<file path="src/rtl/ev_pkg.sv">
// Shared types for the event timestamper and the UART event packer.
package ev_pkg;

  localparam int TS_W_DEF  = 64;
  localparam int ID_W_DEF  = 16;
  localparam int SLOTS_DEF = 4;
  localparam int CNT_W_DEF = 16;

  // One completed event as handed to the packer.
  typedef struct packed {
    logic [ID_W_DEF-1:0] id;
    logic [TS_W_DEF-1:0] start_ts;
    logic [TS_W_DEF-1:0] end_ts;
    logic [TS_W_DEF-1:0] delta;
  } ev_rec_t;

endpackage

</file>
<file path="src/rtl/ev_pending_table.sv">
// Table of in-flight events: {valid, id, ts} per slot.
// The end lookup sees the table as it was before this cycle's start.
// The start then sees the table with that end's slot already freed.
module ev_pending_table
  import ev_pkg::*;
#(
  parameter int SLOTS = SLOTS_DEF,
  parameter int ID_W  = ID_W_DEF,
  parameter int TS_W  = TS_W_DEF,
  parameter int PW    = $clog2(SLOTS + 1)
) (
  input  logic            clk,
  input  logic            rst,
  input  logic            start_stb_i,
  input  logic [ID_W-1:0] start_id_i,
  input  logic            end_stb_i,
  input  logic [ID_W-1:0] end_id_i,
  input  logic [TS_W-1:0] ts_i,
  output logic            end_hit_o,
  output logic [TS_W-1:0] end_ts_o,
  output logic            start_drop_o,
  output logic [PW-1:0]   pending_o
);

  logic [SLOTS-1:0] valid_q, valid_d;
  logic [ID_W-1:0]  id_q [SLOTS];
  logic [ID_W-1:0]  id_d [SLOTS];
  logic [TS_W-1:0]  ts_q [SLOTS];
  logic [TS_W-1:0]  ts_d [SLOTS];

  logic [SLOTS-1:0] end_hit_vec;
  logic [SLOTS-1:0] valid_after_end;
  logic [SLOTS-1:0] start_hit_vec;
  logic [SLOTS-1:0] alloc_vec;
  logic             free_found;

  // Match ends against current entries, then place the start into the post-end table.
  always_comb begin
    end_hit_vec     = '0;
    start_hit_vec   = '0;
    alloc_vec       = '0;
    free_found      = 1'b0;
    end_ts_o        = '0;
    start_drop_o    = 1'b0;
    valid_d         = valid_q;
    id_d            = id_q;
    ts_d            = ts_q;

    for (int i = 0; i < SLOTS; i++) begin
      if (end_stb_i && valid_q[i] && (id_q[i] == end_id_i)) begin
        end_hit_vec[i] = 1'b1;
        end_ts_o       = end_ts_o | ts_q[i];
      end
    end
    end_hit_o       = |end_hit_vec;
    valid_after_end = valid_q & ~end_hit_vec;

    for (int i = 0; i < SLOTS; i++) begin
      if (valid_after_end[i] && (id_q[i] == start_id_i)) begin
        start_hit_vec[i] = 1'b1;
      end
      if (!valid_after_end[i] && !free_found) begin
        alloc_vec[i] = 1'b1;
        free_found   = 1'b1;
      end
    end

    valid_d = valid_after_end;
    if (start_stb_i) begin
      if (|start_hit_vec) begin
        for (int i = 0; i < SLOTS; i++) begin
          if (start_hit_vec[i]) ts_d[i] = ts_i;
        end
      end else if (free_found) begin
        for (int i = 0; i < SLOTS; i++) begin
          if (alloc_vec[i]) begin
            valid_d[i] = 1'b1;
            id_d[i]    = start_id_i;
            ts_d[i]    = ts_i;
          end
        end
      end else begin
        start_drop_o = 1'b1;
      end
    end
  end

  // Table storage.
  always_ff @(posedge clk or posedge rst) begin
    if (rst) begin
      valid_q <= '0;
      for (int i = 0; i < SLOTS; i++) begin
        id_q[i] <= '0;
        ts_q[i] <= '0;
      end
    end else begin
      valid_q <= valid_d;
      id_q    <= id_d;
      ts_q    <= ts_d;
    end
  end

  // Occupancy of the registered table.
  always_comb begin
    pending_o = '0;
    for (int i = 0; i < SLOTS; i++) begin
      pending_o = pending_o + PW'(valid_q[i]);
    end
  end

endmodule

</file>
<file path="src/rtl/ev_timestamper.sv">
// Stamps start/end strobes with a free-running counter and emits one
// {id, start, end, delta} record per completed event.
// Output handshake: ev_valid, once set, holds with ev_* stable until a cycle
// where ev_valid && ev_ready; a new record may load in that same cycle.
module ev_timestamper
  import ev_pkg::*;
#(
  parameter int TS_W  = TS_W_DEF,
  parameter int ID_W  = ID_W_DEF,
  parameter int SLOTS = SLOTS_DEF,
  parameter int CNT_W = CNT_W_DEF
) (
  input  logic                       clk,
  input  logic                       rst,
  input  logic                       start_stb,
  input  logic [ID_W-1:0]            start_id,
  input  logic                       end_stb,
  input  logic [ID_W-1:0]            end_id,
  output logic                       ev_valid,
  input  logic                       ev_ready,
  output logic [ID_W-1:0]            ev_id,
  output logic [TS_W-1:0]            ev_start,
  output logic [TS_W-1:0]            ev_end,
  output logic [TS_W-1:0]            ev_delta,
  output logic [TS_W-1:0]            ts_now,
  output logic [$clog2(SLOTS+1)-1:0] pending,
  output logic [CNT_W-1:0]           drop_full,
  output logic [CNT_W-1:0]           drop_nomatch,
  output logic [CNT_W-1:0]           drop_busy
);

  logic [TS_W-1:0]  ts_q;
  logic             valid_q, valid_d;
  logic [ID_W-1:0]  id_q, id_d;
  logic [TS_W-1:0]  start_q, start_d;
  logic [TS_W-1:0]  end_q, end_d;
  logic [TS_W-1:0]  delta_q, delta_d;
  logic [CNT_W-1:0] full_q, full_d;
  logic [CNT_W-1:0] nomatch_q, nomatch_d;
  logic [CNT_W-1:0] busy_q, busy_d;

  logic             end_hit;
  logic [TS_W-1:0]  end_ts;
  logic             start_drop;
  logic             out_free;

  ev_pending_table #(
    .SLOTS (SLOTS),
    .ID_W  (ID_W),
    .TS_W  (TS_W)
  ) u_table (
    .clk          (clk),
    .rst          (rst),
    .start_stb_i  (start_stb),
    .start_id_i   (start_id),
    .end_stb_i    (end_stb),
    .end_id_i     (end_id),
    .ts_i         (ts_q),
    .end_hit_o    (end_hit),
    .end_ts_o     (end_ts),
    .start_drop_o (start_drop),
    .pending_o    (pending)
  );

  // Output register load/clear and saturating drop accounting.
  always_comb begin
    valid_d   = valid_q;
    id_d      = id_q;
    start_d   = start_q;
    end_d     = end_q;
    delta_d   = delta_q;
    full_d    = full_q;
    nomatch_d = nomatch_q;
    busy_d    = busy_q;
    out_free  = !valid_q || ev_ready;

    if (valid_q && ev_ready) valid_d = 1'b0;

    if (end_stb) begin
      if (!end_hit) begin
        if (nomatch_q != '1) nomatch_d = nomatch_q + CNT_W'(1);
      end else if (out_free) begin
        valid_d = 1'b1;
        id_d    = end_id;
        start_d = end_ts;
        end_d   = ts_q;
        delta_d = ts_q - end_ts;
      end else begin
        if (busy_q != '1) busy_d = busy_q + CNT_W'(1);
      end
    end

    if (start_drop && (full_q != '1)) full_d = full_q + CNT_W'(1);
  end

  // Counter, output record and drop counters.
  always_ff @(posedge clk or posedge rst) begin
    if (rst) begin
      ts_q      <= '0;
      valid_q   <= 1'b0;
      id_q      <= '0;
      start_q   <= '0;
      end_q     <= '0;
      delta_q   <= '0;
      full_q    <= '0;
      nomatch_q <= '0;
      busy_q    <= '0;
    end else begin
      ts_q      <= ts_q + TS_W'(1);
      valid_q   <= valid_d;
      id_q      <= id_d;
      start_q   <= start_d;
      end_q     <= end_d;
      delta_q   <= delta_d;
      full_q    <= full_d;
      nomatch_q <= nomatch_d;
      busy_q    <= busy_d;
    end
  end

  assign ts_now       = ts_q;
  assign ev_valid     = valid_q;
  assign ev_id        = id_q;
  assign ev_start     = start_q;
  assign ev_end       = end_q;
  assign ev_delta     = delta_q;
  assign drop_full    = full_q;
  assign drop_nomatch = nomatch_q;
  assign drop_busy    = busy_q;

endmodule

</file>
<file path="config.mk">
export PLATFORM = sky130hd
export DESIGN_NAME = ev_timestamper
export DESIGN_NICKNAME = d
export VERILOG_FILES = /design/src/rtl/ev_pkg.sv /design/src/rtl/ev_pending_table.sv /design/src/rtl/ev_timestamper.sv
export SDC_FILE = /design/constraint.sdc
export NUM_CORES = 2
export LEC_CHECK = 0
export ABC_AREA = 1
export CORE_UTILIZATION = 36
export DETAILED_ROUTE_END_ITERATION = 12
export PLACE_DENSITY = 0.6
export SYNTH_ARGS = -nofsm -noshare
export SYNTH_HDL_FRONTEND = slang
export SYNTH_SLANG_ARGS = --single-unit
</file>
<file path="constraint.sdc">
create_clock -name clk -period 20.7 [get_ports clk]
set_clock_uncertainty 0.2 [all_clocks]
set_input_delay 4.14 -clock clk [delete_from_list [all_inputs] [get_ports clk]]
set_output_delay 4.14 -clock clk [all_outputs]
set_load 0.02 [all_outputs]
</file>
-- Word-level counts from Yosys, hierarchy flattened
Index checks and enable logic that the tools add are counted.
- add/subtract/negate cells: 8
- equality and inequality tests: 16
- mux-type cells: 42
- bitwise operators: 9
- reduce and logical (&&, ||, !) cells: 41
- operators with widths (cell ; number):
    $mux 64 ; 12
    $mux 256 ; 2
    $or 64x64->64 ; 3
    $eq 16x16->1 ; 8
    $add 64x1->64 const B ; 1
    $sub 64x64->64 ; 1
    $add 16x1->16 const B ; 3
    $ne 16x16->1 const B ; 3
    $reduce_and 4->1 ; 9
    $mux 1 ; 25
    $logic_and 1x1->1 ; 17
    $mux 4 ; 3
    $ne 2x1->1 const B ; 4
    $reduce_bool 2->1 ; 4
    $reduce_or 4->1 ; 2
    $add 3x1->3 ; 2
    $logic_not 1->1 ; 6
    $reduce_and 3->1 ; 2
    $and 4x4->4 ; 1
    $not 1->1 ; 4
    $not 4->4 ; 1
    $add 1x1->2 ; 1
    $ne 2x2->1 const B ; 1
    $logic_or 1x1->1 ; 1
- bits in registers: 645
- input bits: 37
- output and inout port bits: 324
- logic and storage cells: 134

-- Logic depth before layout (Yosys ltp)
- word-level depth: 18
- gate-level depth with buffers: 28
- mapped depth without buffers: 26

-- Hierarchy
Synthesis repeated with hierarchy kept, for this count alone.
- cells, all modules: 4980
- area total of the unflattened synthesis: 35833.1 um2
- modules (own cells, without submodules) (module ; instances ; cells each ; area an instance (um2) ; sequential area each (um2)):
    ev_timestamper ; 1 ; 2702 ; 19082.1 ; 8032.7
    ev_pending_table ; 1 ; 2278 ; 16751.1 ; 8107.8

-- Worst setup path before layout
No wires, ideal clock.
- kind: input-to-reg
- start: in end_id[8]
- end: reg delta_q[62], in the netlist ev_delta[62]
- setup time: 0.117 ns
- data arrival time: 7.117 ns
- required time: 20.383 ns
- slack: 13.266 ns
- stages: 24
- buffers on the path: 3
- path through: buf_2 > inv_2 > nand2_1 > nand2_1 > nor2_1 > nand2_1 > nor2_1 > nand3_1 > buf_2 > buf_1 > o2111ai_1 > ha_1 > fa_1 > nand3b_1 > nand2_1 > a21oi_1 > o21ai_0 > nand3_1 > nand2_1 > nand3_1 > nand2_1 > nand2_1 > nand3_1 > nand2_1
- longest elaborated chain between the ends: 10
- elaborated cells between the ends (all ways): 22
- classes of those cells: add/sub: 1; eq/ne: 4; mux: 8; bitwise: 3; reduce/logical: 6
- ends and longest elaborated chain (item ; line ; RTL):
    start, declared ; ev_timestamper.sv:18 ; input logic [ID_W-1:0] end_id,
    $eq 16x16->1 ; ev_pending_table.sv:50 ; if (end_stb_i && valid_q[i] && (id_q[i] == end_id_i)) begin
    $logic_and 1x1->1 ; ev_pending_table.sv:50 ;
    $mux 64 ; ev_pending_table.sv:50 ;
    $or 64x64->64 ; ev_pending_table.sv:52 ; end_ts_o = end_ts_o | ts_q[i];
    $mux 64 ; ev_pending_table.sv:50 ;
    $or 64x64->64 ; ev_pending_table.sv:52 ;
    $mux 64 ; ev_pending_table.sv:50 ;
    $or 64x64->64 ; ev_pending_table.sv:52 ;
    $mux 64 (*) ; ev_pending_table.sv:50 ;
    net end_ts[0] ; ev_timestamper.sv:43 ; logic [TS_W-1:0] end_ts;
    $sub 64x64->64 (*) ; ev_timestamper.sv:87 ; delta_d = ts_q - end_ts;
    end signal, assigned ; ev_timestamper.sv:114 ; delta_q <= delta_d;
    end, declared ; ev_timestamper.sv:37 ; logic [TS_W-1:0] delta_q, delta_d;
Mark *: on every way through the listed nets, which the timed path passes. The rest lies on a longest branch.
A chain may end at the register's enable or synchronous reset.

-- Worst setup path in the final report
- start: in end_id[6]
- end: reg delta_q[38], in the netlist ev_delta[38]
- longest elaborated chain between the ends: 10
- elaborated cells between the ends (all ways): 22
- classes of those cells: add/sub: 1; eq/ne: 4; mux: 8; bitwise: 3; reduce/logical: 6
- ends and longest elaborated chain (item ; line):
    $eq 16x16->1 ; ev_pending_table.sv:50
    $logic_and 1x1->1 ; ev_pending_table.sv:50
    $mux 64 ; ev_pending_table.sv:50
    $or 64x64->64 ; ev_pending_table.sv:52
    $mux 64 ; ev_pending_table.sv:50
    $or 64x64->64 ; ev_pending_table.sv:52
    $mux 64 ; ev_pending_table.sv:50
    $or 64x64->64 ; ev_pending_table.sv:52
    $mux 64 ; ev_pending_table.sv:50
    $sub 64x64->64 ; ev_timestamper.sv:87
Parallel ways exist; a longest one is shown, timed or not.

==> summary.txt <==
Clock network
  • Clock transition at path regs: roughly 60 ps
  • Cts hold-fix bufs: 0
  • TritonCTS clock tree: done
  • Setup Buffers After CTS: 0
  • Post-cts sizing count: 0
  • Clock Latency Late Sink: between 600 and 700 ps
  • Clock sinks: around 650
  • H-tree lvl count: 3
  • TritonCTS Buffers: 78
  • Clock Path Buffers: 3
  • Clock Tree Root: clkbuf_16

Floorplan
  • Rows: 116
  • Ports: ~360
  • Initial Utilization: 36.30%
  • Die X: between 300 and 400 um
  • Die H: 319.3 um
  • Die ar.: slightly above 100000 sq um
  • Core Area: between 90000 and 100000 sq um

Synth
  • Number of synthesized flops with an enable pin: 0
  • Count leader, synth: nand2_1
  • Synth top area share: between 40 and 50%
  • FF+latch count, synth: approximately 650
  • Ys async rst share: between 90% and 100%
  • Synth area leaders: dfrtp_1, nand2_1, inv_1
  • Syn_area_per_cell: about 7.4 sq um
  • Most used DFF post-synth: dfrtp_1
  • Synth Cell Area: roughly 36000 sq um
  • Synth area leader: dfrtp_1
  • Syn Nets: 4973
  • Mapped Cells: just under 5000
  • List of most frequent post-synthesis cells: nand2_1, dfrtp_1, inv_1
  • Ys Warns: 0
  • Sequential fraction of the synthesis area: roughly 45%
  • Yosys cell types: between 40 and 50

Drt
  • DR WL/cell: 21.36 um
  • Via count: around 33000
  • DRT Pass-1 Iters: 8
  • Final wirelength: roughly 140000 um
  • Vias/cell: 5.145
  • Starting DRT DRC Count: about 3300
  • Antenna Violating Nets Remaining: 0
  • Post-detailed-route DRC marker count: 0

Global route
  • Vias in the first global route: 31850
  • GRT Residual Overflow: 0
  • Largest net degree at the start of global routing: 165
  • Initial antenna violation count: 2
  • First-pass GRT wire length: ~210000 um
  • Gr usage total: ~27%

Layout
  • Final nets: 5233
  • Area grow syn2layout: 18.94%
  • Filler cell count: a little over 10000
  • Multi-input gate area: around 16000 sq um
  • Cell area after layout: approximately 43000 sq um
  • Share of cells above drive strength 1: a little over 5%
  • Reg area: about 16000 sq um

Power
  • Comb power frac: under 10%
  • Sequential Power Share: between 40% and 50%
  • Int Power: 2.243 mW
  • Switch share: a little over a quarter
  • Clk pwr share: 46.5%
  • Pwr/cell area: 71.46 nW/um^2
  • Net load switching power: approximately 840 uW
  • Static leakage: ~21 nW
  • Worst IR drop on VDD: between 0.05 and 0.06 mV

Setup path
  • Crit path capture type: register
  • Critical path data required time: ~21000 ps
  • WP buf/inv: 5
  • CP Launch Type: input pin
  • Slowest cell on crit path: buf_4
  • Worst path max stage delay: roughly 960 ps
  • Critical Path, Cell by Cell: clkdlybuf4s50_1, xor2_1, nor2_1, nand2_1, nor2_1, nand3_2, buf_4, nand2_1, nor2_1, nor2_4, buf_4, inv_8, buf_4, a21oi_1, o21ai_0, nand2_1
  • CP max FO: about 160
  • Family with the most delay on the worst path: buffers and inverters
  • Setup CP Type: input pin to register
  • Critical Path AT: between 9000 and 10000 ps

Run
  • MaxCap Viol Count: 0

Timing
  • Final setup viols: 0
  • Final period utilization: 45.09%
  • Max transition margin: roughly 20%
  • Hold Violations, Final: 0
  • Fmax: around 110 MHz
  • Measured slew at the worst slew-check pin: between 1000 and 1500 ps
  • Final worst path period need: 9333 ps
  • TNS Setup: 0 ps
  • Max Slew Vio Count: 0
  • RSZ-0062 raised after global routing: no

Placed design
  • Port Buffers: 360
  • Post-DP Area: approximately 40000 sq um
  • HPWL Detailed: between 90000 and 100000 um
  • Placer congestion estimate: approximately 0.98

Run status
  • Outcome: completed

Min path
  • Hold/Removal Path Class: register to register
-- worst reg2reg max path, delay by kind of cell, from the launching register on --
| kind | cells | cell delay, ps |
|---|---|---|
| flops | 1 | 420 |
| buf+inv | 4 | 2850 |
| simple gates | 8 | 1200 |
| xor+xnor | 1 | 360 |
| compound gates | 2 | 400 |
-- layout by cell type, fill, tap and decap left out, drive strengths merged --
cell type and instances:
clkdlybuf4s50 360, bufinv 4, nor2 387, a21oi 110
xor2 106, nor4 25, o211ai 2, ha 69
dfrtp 645, a31oi 5, a21o 1, o21bai 17
o21a 2, clkbuf 115, o31ai 1, clkinv 21
xnor2 74, buf 32, nor3 58, and2 5
fa 2, nand4 82, o2111ai 1, a21boi 4
diode 2, o22ai 124, clkinvlp 2, or2 2
nand3b 15, nor3b 6, inv 623, o21ai 311
nor2b 1, nand2 1597, nand3 373, o211a 2
-- layer usage --
layer	vias up	global-route usage (%)	wire length [um]	part of all wire, %
met2	1170	42.73	63340	46
met3	186	5.144	10050	7.3
li1	15970	-	-	-
met4	4	7.874	4100	3.0
met1	16030	36.63	60980	44
met5	-	0	26	0.019
-- through the flow --
stage,total power [mW],hold WS [ps],cells,util (%),setup WS [ps]
detailed placement,1.671,258.0,6343,40.48,10710
global placement,1.673,252.8,6343,40.48,10720
floorplan,1.548,241.9,4865,-,7547
CTS,3.107,272.1,6482,43.16,11380
global route,3.192,286.3,6482,43.16,10940
finish,3.080,268.6,6484,43.17,11370
-- power by group through the flow --
stage          combinational [mW]  clock, mW  sequential, mW
6_report                    0.295       1.43            1.35
5_1_grt                     0.332       1.50            1.36
4_1_cts                     0.298       1.46            1.35
3_5_place_dp                0.297          0            1.37
3_3_place_gp                0.299          0            1.37
2_1_floorplan               0.172          0            1.38
-- state kept, by name (all words and copies together), names as in the netlist --
| name | cells |
|---|---|
| ev_start | 64 |
| drop_nomatch | 16 |
| drop_full | 16 |
| ev_end | 64 |
| u_table.valid_q | 4 |
| ev_id | 16 |
| u_table.id_q | 64 |
| u_table.ts_q | 256 |
| ts_now | 64 |
| drop_busy | 16 |
| ev_delta | 64 |
| ev_valid | 1 |
-- path summary, 6_finish.rpt --
check                                   from                 to  slack (ps)  cells after the start
setup reg to reg             u_table.id_q[6]       ev_delta[38]       15140                     15
hold / removal             u_table.ts_q[154]  u_table.ts_q[154]         270                      2
hold reg to reg            u_table.ts_q[154]  u_table.ts_q[154]         270                      2
setup / recovery                   end_id[6]       ev_delta[38]       11370                     16
min in group asynchronous                rst       ev_start[15]        3590                      2
max in group asynchronous                rst         ts_now[60]       13220                      6
-- layout make-up --
| cell class | count | area share, % |
|---|---|---|
| antenna | 2 | 0.01161 |
| timing repair buffer | 392 | 8.975 |
| inverter | 626 | 5.477 |
| multi-input combinational | 3382 | 38.10 |
| clock inverter | 24 | 0.7924 |
| sequential | 645 | 37.44 |
| tap | 1298 | 3.768 |
| clock buffer | 115 | 5.434 |
-- kinds of logic after synthesis --
logic type,count (synthesis),share of synthesized area (%)
and+or+nand+nor,2551,29.41
buffers and inverters,838,10.18
DFF,645,44.53
AOI/OAI and AO/OA,580,9.031
xor gates and xnor gates,180,4.350
adders and majority gates,71,2.493
(Power assumes the default switching activity.)
